[config.mk]
export PLATFORM = sky130hd
export DESIGN_NAME = raizing_colmix
export DESIGN_NICKNAME = d
export VERILOG_FILES = /design/src/rtl/raizing_colmix.sv
export SDC_FILE = /design/constraint.sdc
export NUM_CORES = 1
export LEC_CHECK = 0
export ABC_AREA = 1
export CAP_MARGIN = 0
export CORE_MARGIN = 8
export CORE_UTILIZATION = 42
export CTS_CLUSTER_DIAMETER = 200
export CTS_CLUSTER_SIZE = 12
export DETAILED_ROUTE_END_ITERATION = 7
export PLACE_DENSITY = 0.87
export SYNTH_ARGS = -nofsm -noshare
export SYNTH_HDL_FRONTEND = slang
export SYNTH_SLANG_ARGS = --single-unit
[constraint.sdc]
create_clock -name CLK96 -period 2 [get_ports CLK96]
set_clock_uncertainty 0.15 [all_clocks]
set_input_delay 0.2 -clock CLK96 [delete_from_list [all_inputs] [get_ports CLK96]]
set_output_delay 0.2 -clock CLK96 [all_outputs]
set_load 0.02 [all_outputs]
[src/rtl/raizing_colmix.sv]
// Colour mixer: picks extra-text / GP / backdrop index, looks it up in palette RAM, expands to RGB888.
// Latency: 2 PIXEL_CEN pulses from pixel/blank input to RED/GREEN/BLUE and HB_OUT/VB_OUT.
// Backpressure: none; PIXEL_CEN paces the pipe and outputs hold while it is low.
module raizing_colmix (
    input  logic        CLK96,
    input  logic        RESET96,
    input  logic        PIXEL_CEN,
    input  logic        HB,
    input  logic        VB,
    input  logic [10:0] EXTRATEXT_PIXEL,
    input  logic [14:0] GP_PIXEL,
    input  logic [1:0]  LAYER_EN,
    input  logic [10:0] BACKDROP,
    output logic [10:0] PAL_ADDR,
    input  logic [15:0] PAL_DATA,
    output logic [7:0]  RED,
    output logic [7:0]  GREEN,
    output logic [7:0]  BLUE,
    output logic        HB_OUT,
    output logic        VB_OUT,
    output logic [1:0]  sel_layer
);

    localparam logic [1:0] SEL_BACKDROP = 2'd0;
    localparam logic [1:0] SEL_GP       = 2'd1;
    localparam logic [1:0] SEL_TEXT     = 2'd2;

    logic        text_opaque;
    logic        gp_opaque;
    logic [10:0] sel_index;
    logic [1:0]  sel_code;

    logic        hb_s1;
    logic        vb_s1;
    logic [1:0]  cen_shift;
    logic [15:0] pal_hold;

    // 5-bit channel to 8-bit by replicating the top bits into the low bits
    function automatic logic [7:0] expand5(input logic [4:0] c);
        return {c, c[4:2]};
    endfunction

    // Layer select: extra-text beats GP unconditionally; GP priority bits play no part
    always_comb begin
        text_opaque = LAYER_EN[0] && (EXTRATEXT_PIXEL[3:0] != 4'd0);
        gp_opaque   = LAYER_EN[1] && (GP_PIXEL[3:0] != 4'd0);
        sel_index   = BACKDROP;
        sel_code    = SEL_BACKDROP;
        if (text_opaque) begin
            sel_index = EXTRATEXT_PIXEL;
            sel_code  = SEL_TEXT;
        end else if (gp_opaque) begin
            sel_index = GP_PIXEL[10:0];
            sel_code  = SEL_GP;
        end
    end

    // Stage 1: palette address, layer code and blanking, advanced on the pixel enable.
    // Stage-1 blanks reset to 1 so the first pixel after reset comes out blanked black.
    always_ff @(posedge CLK96 or posedge RESET96) begin
        if (RESET96) begin
            PAL_ADDR  <= 11'd0;
            sel_layer <= SEL_BACKDROP;
            hb_s1     <= 1'b1;
            vb_s1     <= 1'b1;
        end else if (PIXEL_CEN) begin
            PAL_ADDR  <= sel_index;
            sel_layer <= sel_code;
            hb_s1     <= HB;
            vb_s1     <= VB;
        end
    end

    // Palette capture two CLK96 after the enable, once the RAM word for PAL_ADDR has settled
    always_ff @(posedge CLK96 or posedge RESET96) begin
        if (RESET96) begin
            cen_shift <= 2'b00;
            pal_hold  <= 16'd0;
        end else begin
            cen_shift <= {cen_shift[0], PIXEL_CEN};
            if (cen_shift[1]) begin
                pal_hold <= PAL_DATA;
            end
        end
    end

    // Stage 2: colour expansion with blanking forced to black; bit 15 of the palette word is unused
    always_ff @(posedge CLK96 or posedge RESET96) begin
        if (RESET96) begin
            RED    <= 8'd0;
            GREEN  <= 8'd0;
            BLUE   <= 8'd0;
            HB_OUT <= 1'b1;
            VB_OUT <= 1'b1;
        end else if (PIXEL_CEN) begin
            HB_OUT <= hb_s1;
            VB_OUT <= vb_s1;
            if (hb_s1 || vb_s1) begin
                RED   <= 8'd0;
                GREEN <= 8'd0;
                BLUE  <= 8'd0;
            end else begin
                RED   <= expand5(pal_hold[4:0]);
                GREEN <= expand5(pal_hold[9:5]);
                BLUE  <= expand5(pal_hold[14:10]);
            end
        end
    end

endmodule
==> flow_summary.yaml <==
run_status:
  status: "finished clean"
yosys:
  synth_compound_area_share_pct: 10.7
  synth_warnings: 0
  synthMuxAreaShare_pct: 0
  ys_types: 19
  postSynthAreaPerCell_sq_um: 8.47
  seq_area_frac_synth_pct: 52.8
  syn_nets: 335
  synth_top_family_by_area: "simple AND/OR/NAND/NOR gates"
  synth_xor_area_share_pct: 0
  postSynthCellCount: 275
  ys_ff_latch: 49
  synth-adder-area-share_pct: 0
  synth.cell_area_sq_mm: 0.00233
  synth-simple-area-share_pct: 24.0
power:
  powerDensity_mw_per_mm2: 703
  power.share.combinational_pct: 25.6
  power_frac_clock_pct: 25.1
  p_leak_uw: 0.00157
  p_int_uw: 1670
  ir_drop_uv: 280
  switchingPower_uw: 659
  seq_power_share_pct: 49.3
  p_sw_share_pct: 28.3
timing:
  tightest_slew_ns: 0.890
  fin_tns_setup_ns: 0
  hold_violations: 0
  max_slew_margin_pct: 40.6
  finalMaxSlewViolations: 0
  final.min_clock_period_ns: 1.79
  setup-violations-final: 0
  fmax_ghz: 0.560
  rsz0062_at_grt: "false"
  period_share_pct: 89.3
setup_path:
  critPathBufInv: 1
  critPathKind: "register to output port"
  critical_path_arrival_ns: 1.44
  cp-start-kind: "register"
  crit_family: "buffers and inverters"
  path_cells: "clkdlybuf4s50_1"
  max_stage_delay_ns: 0.61
  required_ns: 1.65
  worst-path-max-fanout: 2
  worst_setup_path_end_kind: "output port"
  slowest_stage: "clkdlybuf4s50_1"
clock_tree:
  cts_sinks: 49
  clock_path_buffers: 2
  cts_tree: "done"
  numCtsBuffers: 5
  ctsHoldBuffers: 0
  root_buffer: "clkbuf_8"
  htreeDepth: 2
  post_cts_resized: 0
  clock_latency_ns: 0.30
  clk_pin_slew_worst_paths_ns: 0.08
  post_cts_buffers: 0
grt:
  antenna_found_initial: 0
  overflow: 0
  track_usage_pct: 14.4
  grt_pass1_vias: 2152
  grt_pass1_wl_microns: 9910
  grt_max_degree: 50
route:
  via_count: 2004
  routed_wl_microns: 5640
  drtAntennaViolNets: 0
  drc_errors: 0
  drt-vias-per-instance: 4.68
  drtIter0Drc: 70
  wire_per_inst_microns: 13.2
  firstDrtPassIters: 4
place:
  gp_congestion: 0.798
  hpwl_microns: 4330
  numPortBuffers: 93
  dp.cells: 420
die:
  core_area_sq_mm: 0.00544
  initial_core_util_pct: 42.8
  ios: 99
  rows: 27
  die-area_sq_mm: 0.00819
  die_y_microns: 90.5
  die_width_microns: 90.5
cells_and_area:
  drive_gt1_share_pct: 7.30
  fillCellCount: 485
  syn_to_final_growth_pct: 42.5
  finalNetCount: 415
  num_antenna_cells: 0
  layoutNonFillerInstCount: 428
run:
  drv_cap: 0
worst_hold_path:
  hp-class: "primary input to async pin"
==> logic make-up after synthesis <==
| group | count (synthesis) |
|---|---|
| and+or+nand+nor | 130 |
| DFF | 49 |
| AOI/OAI and AO/OA | 38 |
| buffers and inverters | 58 |
==> area by class of cell <==
| class | count | area (sq um) | area share, % |
|---|---|---|---|
| clock buffers | 8 | 90.1 | 2.71 |
| inverters | 34 | 128 | 3.84 |
| multi-input cells | 168 | 808 | 24.3 |
| flip-flops and latches | 49 | 1230 | 37.1 |
| well taps | 72 | 90.1 | 2.71 |
| repair buffers | 97 | 973 | 29.3 |
==> power by group through the flow <==
stage	Clock [uW]	Combinational [uW]	Sequential, uW
final	586	596	1150
after global routing	640	655	1160
after CTS	601	607	1150
after detailed placement	0	606	1170
after global placement	0	593	1170
after floorplan	0	244	1230
==> stage by stage <==
| stage | utilization [%] | setup slack, ns | total power [uW] | hold slack [ns] | instance area [sq um] |
|---|---|---|---|---|---|
| 6_report | 61.1 | 0.214 | 2330 | 0.100 | 3320 |
| 5_1_grt | 61.1 | 0.184 | 2460 | 0.130 | 3320 |
| 4_1_cts | 61.1 | 0.199 | 2360 | 0.110 | 3320 |
| 3_5_place_dp | 59.4 | 0.201 | 1780 | 0.196 | 3230 |
| 3_3_place_gp | 59.4 | 0.246 | 1760 | 0.181 | 3230 |
| 2_1_floorplan | - | 0.484 | 1470 | 0.0814 | 2330 |
==> synthesized netlist by cell type (all sizes together) <==
cell type  number  share of area [%]
clkbuf          5               0.81
nand3          23                4.9
o21a            1               0.32
nor2            6                1.2
inv            34                5.5
o21ai          19                4.1
dfstp           4                4.5
o31ai          15                4.8
a21boi          3                1.4
nand2          97                 17
dfrtp          45                 48
nand4           4                1.1
buf            19                6.2
==> final timing paths <==
path / startpoint / endpoint / slack (ns) / depth (start not counted)
max: HB_OUT / HB_OUT / 0.21 / 1
min: RESET96 / PAL_ADDR[2] / 0.10 / 3
max reg2reg: hb_s1 / HB_OUT / 0.77 / 2
min reg2reg: cen_shift[0] / cen_shift[1] / 0.21 / 0
max in group asynchronous: RESET96 / hb_s1 / 1.32 / 3
min in group CLK96: cen_shift[0] / cen_shift[1] / 0.21 / 0
==> worst min-delay path: stages <==
cell and delay (ns):
clkdlybuf4s50_1 0.41, inv_2 0.07, buf_12 0.24
==> sequential cells by signal, indices dropped and copies added (netlist names) <==
register,flops
BLUE,5
GREEN,5
VB_OUT,1
vb_s1,1
sel_layer,2
PAL_ADDR,11
cen_shift,2
HB_OUT,1
hb_s1,1
pal_hold,15
RED,5
==> cells in the final DEF (no fill, tap or decap), types with 2 or more instances in the layout <==
cell type / netlist / final
o21ai_0: 19 / 19
clkdlybuf4s50_1: 0 / 93
nand2_2: 2 / 2
nand3_1: 23 / 23
a21boi_2: 3 / 3
clkbuf_8: 0 / 6
clkbuf_1: 5 / 2
dfstp_2: 4 / 4
nand2_1: 92 / 92
inv_1: 33 / 32
dfrtp_1: 45 / 45
nand2_4: 3 / 3
buf_4: 12 / 3
inv_2: 1 / 2
o31ai_1: 15 / 15
nor2_1: 4 / 4
nor2_2: 2 / 2
nand4_1: 4 / 4
==> routing by layer <==
metal / up-vias / routed length [microns] / track usage [%]
li1: 1013 / - / -
met1: 906 / 2360 / 16.5
met2: 78 / 2690 / 23.3
met3: 7 / 509 / 6.48
met4: 0 / 68 / 4.72
met5: - / 0 / 0
Note: power is estimated with default switching activity, not from simulation.
